<file path="src/rtl/led_panel_shift_driver_pkg.sv">
// Shared types and helpers for the LED panel shift-register driver.
package led_panel_shift_driver_pkg;

  typedef enum logic [2:0] {
    ST_IDLE,
    ST_LOAD,
    ST_SHIFT_LO,
    ST_SHIFT_HI,
    ST_LATCH
  } state_e;

  // Width of a counter that must hold 0..n-1 (never narrower than 1 bit).
  function automatic int cnt_w(input int n);
    return (n <= 2) ? 1 : $clog2(n);
  endfunction

endpackage

</file>
<file path="src/rtl/led_panel_tick_counter.sv">
// Modulo-N counter with enable and clear; wrap_o pulses on the last count.
module led_panel_tick_counter
  import led_panel_shift_driver_pkg::*;
#(
  parameter int N = 4
) (
  input  logic clk,
  input  logic reset_n,
  input  logic en,
  input  logic clr,
  output logic wrap_o
);

  localparam int          W    = cnt_w(N);
  localparam logic [W-1:0] LAST = W'(N - 1);

  logic [W-1:0] count;

  // Clear wins over a wrap so a restart never produces a stray pulse.
  assign wrap_o = en && !clr && (count == LAST);

  // Count up while enabled, folding back to zero after N-1.
  always_ff @(posedge clk or negedge reset_n) begin
    if (!reset_n)    count <= '0;
    else if (clr)    count <= '0;
    else if (en)     count <= (count == LAST) ? '0 : count + 1'b1;
  end

endmodule

</file>
<file path="src/rtl/led_panel_shift_driver.sv">
// Serialises the LED PIO vector into a 74HC595-style chain with latch and OE.
// Re-sends on any input change and on a periodic refresh after idle time.
module led_panel_shift_driver
  import led_panel_shift_driver_pkg::*;
#(
  parameter int DATA_WIDTH     = 21,
  parameter int CHAIN_WIDTH    = 24,
  parameter int CLK_DIV        = 4,
  parameter int REFRESH_CYCLES = 50000000,
  parameter int LED_ACTIVE_LOW = 0
) (
  input  logic                  clk,
  input  logic                  reset_n,
  input  logic [DATA_WIDTH-1:0] led_i,
  output logic                  panel_sclk_o,
  output logic                  panel_sdata_o,
  output logic                  panel_latch_o,
  output logic                  panel_oe_n_o,
  output logic                  busy_o,
  output logic                  frame_done_o
);

  localparam int   BW     = cnt_w(CHAIN_WIDTH);
  localparam int   REF_N  = (REFRESH_CYCLES > 0) ? REFRESH_CYCLES : 1;
  localparam bit   REF_EN = (REFRESH_CYCLES > 0);
  localparam logic INV    = (LED_ACTIVE_LOW != 0);

  state_e                 state;
  logic [CHAIN_WIDTH-1:0] shreg;
  logic [CHAIN_WIDTH-1:0] shreg_nx;
  logic [CHAIN_WIDTH-1:0] snap;
  logic [DATA_WIDTH-1:0]  last_sent;
  logic [BW-1:0]          bit_cnt;
  logic                   pend_flag;
  logic                   changed;
  logic                   div_en;
  logic                   div_wrap;
  logic                   ref_clr;
  logic                   ref_wrap;

  // Pad bits are inverted too, so an active-low chain sees them as "off".
  assign snap     = CHAIN_WIDTH'(led_i) ^ {CHAIN_WIDTH{INV}};
  assign shreg_nx = shreg << 1;

  // Change detect is live rather than sticky: a glitch that reverts before
  // the frame ends leaves nothing to resend.
  assign changed = (led_i != last_sent);

  assign div_en  = (state == ST_SHIFT_LO) || (state == ST_SHIFT_HI) ||
                   (state == ST_LATCH);

  // Refresh restarts both at LOAD and at frame end, so it measures idle time.
  assign ref_clr = (state == ST_LOAD) || ((state == ST_LATCH) && div_wrap);

  led_panel_tick_counter #(.N(CLK_DIV)) u_div (
    .clk     (clk),
    .reset_n (reset_n),
    .en      (div_en),
    .clr     (state == ST_LOAD),
    .wrap_o  (div_wrap)
  );

  led_panel_tick_counter #(.N(REF_N)) u_refresh (
    .clk     (clk),
    .reset_n (reset_n),
    .en      (REF_EN),
    .clr     (ref_clr),
    .wrap_o  (ref_wrap)
  );

  // Frame sequencer with registered panel outputs.
  always_ff @(posedge clk or negedge reset_n) begin
    if (!reset_n) begin
      state         <= ST_IDLE;
      shreg         <= '0;
      last_sent     <= '0;
      bit_cnt       <= '0;
      pend_flag     <= 1'b1;
      panel_sclk_o  <= 1'b0;
      panel_sdata_o <= 1'b0;
      panel_latch_o <= 1'b0;
      panel_oe_n_o  <= 1'b1;
      busy_o        <= 1'b0;
      frame_done_o  <= 1'b0;
    end else begin
      frame_done_o <= 1'b0;
      if (ref_wrap) pend_flag <= 1'b1;
      case (state)
        ST_IDLE: begin
          if (pend_flag || changed || ref_wrap) state <= ST_LOAD;
        end
        ST_LOAD: begin
          shreg         <= snap;
          last_sent     <= led_i;
          pend_flag     <= 1'b0;
          bit_cnt       <= BW'(CHAIN_WIDTH - 1);
          panel_sdata_o <= snap[CHAIN_WIDTH-1];
          panel_sclk_o  <= 1'b0;
          busy_o        <= 1'b1;
          state         <= ST_SHIFT_LO;
        end
        ST_SHIFT_LO: begin
          if (div_wrap) begin
            panel_sclk_o <= 1'b1;
            state        <= ST_SHIFT_HI;
          end
        end
        ST_SHIFT_HI: begin
          if (div_wrap) begin
            panel_sclk_o <= 1'b0;
            if (bit_cnt == '0) begin
              panel_latch_o <= 1'b1;
              state         <= ST_LATCH;
            end else begin
              shreg         <= shreg_nx;
              bit_cnt       <= bit_cnt - 1'b1;
              panel_sdata_o <= shreg_nx[CHAIN_WIDTH-1];
              state         <= ST_SHIFT_LO;
            end
          end
        end
        ST_LATCH: begin
          if (div_wrap) begin
            panel_latch_o <= 1'b0;
            busy_o        <= 1'b0;
            frame_done_o  <= 1'b1;
            panel_oe_n_o  <= 1'b0;
            state         <= ST_IDLE;
          end
        end
        default: state <= ST_IDLE;
      endcase
    end
  end

endmodule

</file>
<file path="config.mk">
export PLATFORM = sky130hd
export DESIGN_NAME = led_panel_shift_driver
export DESIGN_NICKNAME = d
export VERILOG_FILES = /design/src/rtl/led_panel_shift_driver_pkg.sv /design/src/rtl/led_panel_tick_counter.sv /design/src/rtl/led_panel_shift_driver.sv
export SDC_FILE = /design/constraint.sdc
export NUM_CORES = 1
export LEC_CHECK = 0
export ABC_AREA = 0
export BUFFER_PORTS_ARGS = -buffer_cell sky130_fd_sc_hd__buf_2
export CORE_UTILIZATION = 51
export DETAILED_ROUTE_END_ITERATION = 8
export PLACE_DENSITY = 0.7
export SLEW_MARGIN = 5
export SYNTH_ARGS = -nofsm -noshare
export SYNTH_HDL_FRONTEND = slang
export SYNTH_HIERARCHICAL = 1
export SYNTH_SLANG_ARGS = --single-unit
</file>
<file path="constraint.sdc">
create_clock -name clk -period 8.4 [get_ports clk]
set_clock_uncertainty 0.2 [all_clocks]
set_input_delay 2.1 -clock clk [delete_from_list [all_inputs] [get_ports clk]]
set_output_delay 2.1 -clock clk [all_outputs]
set_load 0.03 [all_outputs]
</file>
==> key figures <==
Status
  • Status: completed

Synthesis
  • Area share of the largest cell type after synthesis: 46.4%
  • Avg Inst Size Synth: 10.3 µm²
  • Largest area contributor in the netlist: dfrtp_1
  • Mapped Cells: 447
  • Number of flops mapped to enable cells by yosys: 0
  • Seq cells post-synth: 87
  • Sequential fraction of the synthesis area: 47.5%
  • Synth Flop Type: dfrtp_1
  • Synth unique cells: 54
  • Post-Syn Area: 4590 µm²
  • Ys async rst share: 100%
  • Yosys warnings: 6
  • Synthesized Nets: 474
  • Synth area leaders: dfrtp_1 46%, mux2_2 5.9%, mux2i_1 4.6%

Drt
  • First DRT Iteration DRCs: 152
  • Total Wirelength: 9470 µm
  • Vias: 3,476
  • 1st-pass router iterations: 5
  • Routed wire length per instance: 16.4 µm
  • Vias/cell: 6.01
  • DRT antenna net count: 0
  • DR DRC count: 0

Floorplanning
  • Die Area: 9380 µm²
  • Starting Density: 52.6%
  • Die Wd: 96.8 µm
  • Core area: 8720 µm²
  • Num ports: 29
  • Die height: 96.8 µm
  • Cell row count: 34

Layout
  • Area delta synth->final: 8.78%
  • Multi-input logic area: 2240 µm²
  • Fin area: 4990 µm²
  • FILL cells: 784
  • Reg area: 2180 µm²
  • N_diodes: 0
  • Share of cells above drive strength 1: 19.4%
  • NumNets Final: 492

Setup path
  • Critical Path, Cell by Cell: buf_2
  • Buf/Inv on CP: 1
  • Cell family with most CP delay: flip-flops
  • Crit path DAT: 1.06 ns
  • Worst path max stage delay: 0.53 ns
  • CP max FO: 2
  • Worst R2R Start: state[1]$_DFFE_PN0P_
  • Required time worst endpoint: 6.10 ns
  • Endpoint class of the critical path: output pin
  • Slack of the worst reg-to-reg path: 5.18 ns
  • Startpoint class of the critical path: flop
  • Slowest CP cell: dfstp_2
  • Kind of critical path: flop to output pin
  • CP Depth: 1
  • Reg2reg end: state[0]$_DFFE_PN0P_
  • Reg2reg path depth: 12

Timing
  • Slew HR: 41.5%
  • Setup violators final: 0
  • Final hold vios: 0
  • Final Cycle Share: 40.0%
  • Final slew viol count: 0
  • Fmax: 0.298 GHz
  • Fin Hold WS: 0.286 ns
  • Worst Tran Pin Value: 0.872 ns
  • Unrepaired setup endpoints after global routing: false
  • Setup TNS Final: 0 ns
  • Final WS setup: 5.04 ns
  • Final period demand of the worst path: 3.36 ns

Power
  • Sequential Power Share: 56.9%
  • Clock power frac: 34.7%
  • Switching pwr: 216 µW
  • Combinational share of power: 8.4%
  • Leakage: 0.00203 µW
  • Switching share of power: 26.6%
  • Internal power: 595 µW
  • PD cells: 162 nW/µm²
  • Peak VDD IR: 82.9 µV

CTS
  • Root buffer cell: clkbuf_8
  • CTS tree: yes
  • Post CTS Setup Buffer Count: 0
  • CTS Buffer Depth: 2
  • Hold buffer count at CTS: 0
  • CTS Sinks: 87
  • CTS buffer count: 9
  • Post_cts resized: 0
  • H-tree Lvls: 3
  • Clock transition at path regs: 0.09 ns
  • Clk_lat worst skew: 0.35 ns

Placement
  • Area after DPL: 4800 µm²
  • HPWL after DPL: 6300 µm
  • Port bufs: 28
  • GPL Wtd Cong: 0.829
  • Dpl ws: 4.93 ns

Worst hold path
  • Worst hold endpoint: busy_o$_DFFE_PN0P_
  • Hold Startpoint: busy_o$_DFFE_PN0P_
  • Worst min-delay path class: flop to flop
  • Hold Path Depth: 1

Global routing
  • Gr usage total: 21.0%
  • First-pass GRT wire length: 16,200 µm
  • Largest net degree at the start of global routing: 68
  • Total grt overflow: 0
  • Vias in the first global route: 3,455
  • Initial antenna violation count: 0

Run
  • Maximum Capacitance Violations: 0
registers in the layout (all words and copies together) (netlist names):
register and cells:
panel_sdata_o 1, u_div/count 2, bit_cnt 5, panel_latch_o 1
busy_o 1, shreg 23, state 3, panel_sclk_o 1
u_refresh/count 26, panel_oe_n_o 1, last_sent 21, pend_flag 1
frame_done_o 1
power by group through the flow:
stage | clock [µW] | combinational, µW | sequential [µW]
CTS | 291 | 68.5 | 461
floorplan | 0 | 42.6 | 465
global route | 304 | 77.2 | 464
global placement | 0 | 65.8 | 468
finish | 281 | 68.1 | 461
detailed placement | 0 | 68.2 | 469
per-layer routing:
layer	track usage, %	share of wire [%]	vias to the layer above
li1	-	-	1689
met5	0	0	-
met3	3.11	3.4	21
met2	35.4	48	76
met4	9.18	2.8	0
met1	26.8	46	1690
cell type report:
type                    instances  share of cell area (%)
clock buffers                  11                    3.03
clock inverters                 5                   0.777
inverters                      12                   0.903
multi-input cells             320                    45.0
flip-flops and latches         87                    43.7
well taps                     108                    2.71
repair buffers                 35                    3.91
cell families after synthesis:
| group | share of synthesized area [%] |
|---|---|
| buffers and inverters | 3.71 |
| other | 0.0818 |
| multiplexers | 10.5 |
| XOR/XNOR | 4.77 |
| adder cells (fa/ha/maj) | 1.09 |
| flip-flops | 47.5 |
| AND/OR/NAND/NOR | 17.9 |
| AO/OA/AOI/OAI | 14.4 |
stage by stage:
stage / total power, µW / instances / utilization (%)
2_1_floorplan: 507 / 447 / -
3_3_place_gp: 534 / 562 / 55.0
3_5_place_dp: 537 / 562 / 55.0
4_1_cts: 820 / 578 / 57.2
5_1_grt: 846 / 578 / 57.2
6_report: 811 / 578 / 57.2
cell usage in the layout (no fill, tap or decap), types with 4 or more instances in the layout:
cell type and n:
a21oi_1 32, a22o_1 4, a22oi_1 8, a31oi_1 25
and3_1 4, buf_2 27, buf_4 8, clkbuf_8 11
dfrtp_1 85, ha_1 4, inv_1 12, mux2_2 24
mux2i_1 21, nand2_1 26, nand2b_1 5, nand3_1 9
nand4_1 12, nand4b_1 6, nor2_1 24, nor3_1 14
nor4_1 7, o21ai_0 20, xnor2_1 8, xor2_1 17
synthesized netlist by cell type, types with 3 or more instances:
library cell / instances
a21oi_1: 32
a22o_1: 4
a22oi_1: 8
a31oi_1: 25
and3_1: 4
buf_2: 10
clkbuf_1: 16
dfrtp_1: 85
ha_1: 4
inv_1: 12
mux2_2: 24
mux2i_1: 21
nand2_1: 26
nand2b_1: 5
nand3_1: 9
nand3b_1: 3
nand4_1: 12
nand4b_1: 6
nor2_1: 24
nor2b_1: 3
nor3_1: 15
nor4_1: 7
o21ai_0: 20
or3_1: 3
or3b_1: 3
or4_1: 3
or4b_1: 3
xnor2_1: 8
xor2_1: 17
worst max-delay path by stage:
stage	start	endpoint	slack, ns
after global placement	led_i[20]	state[0]$_DFFE_PN0P_	4.97
after global routing	state[1]$_DFFE_PN0P_	state[0]$_DFFE_PN0P_	4.84
after floorplan	state[1]$_DFFE_PN0P_	state[0]$_DFFE_PN0P_	5.14
after detailed placement	led_i[3]	state[0]$_DFFE_PN0P_	4.93
after CTS	panel_oe_n_o$_DFFE_PN1P_	panel_oe_n_o	5.02
final	panel_oe_n_o$_DFFE_PN1P_	panel_oe_n_o	5.04
Power figures use the tool's default switching activity.
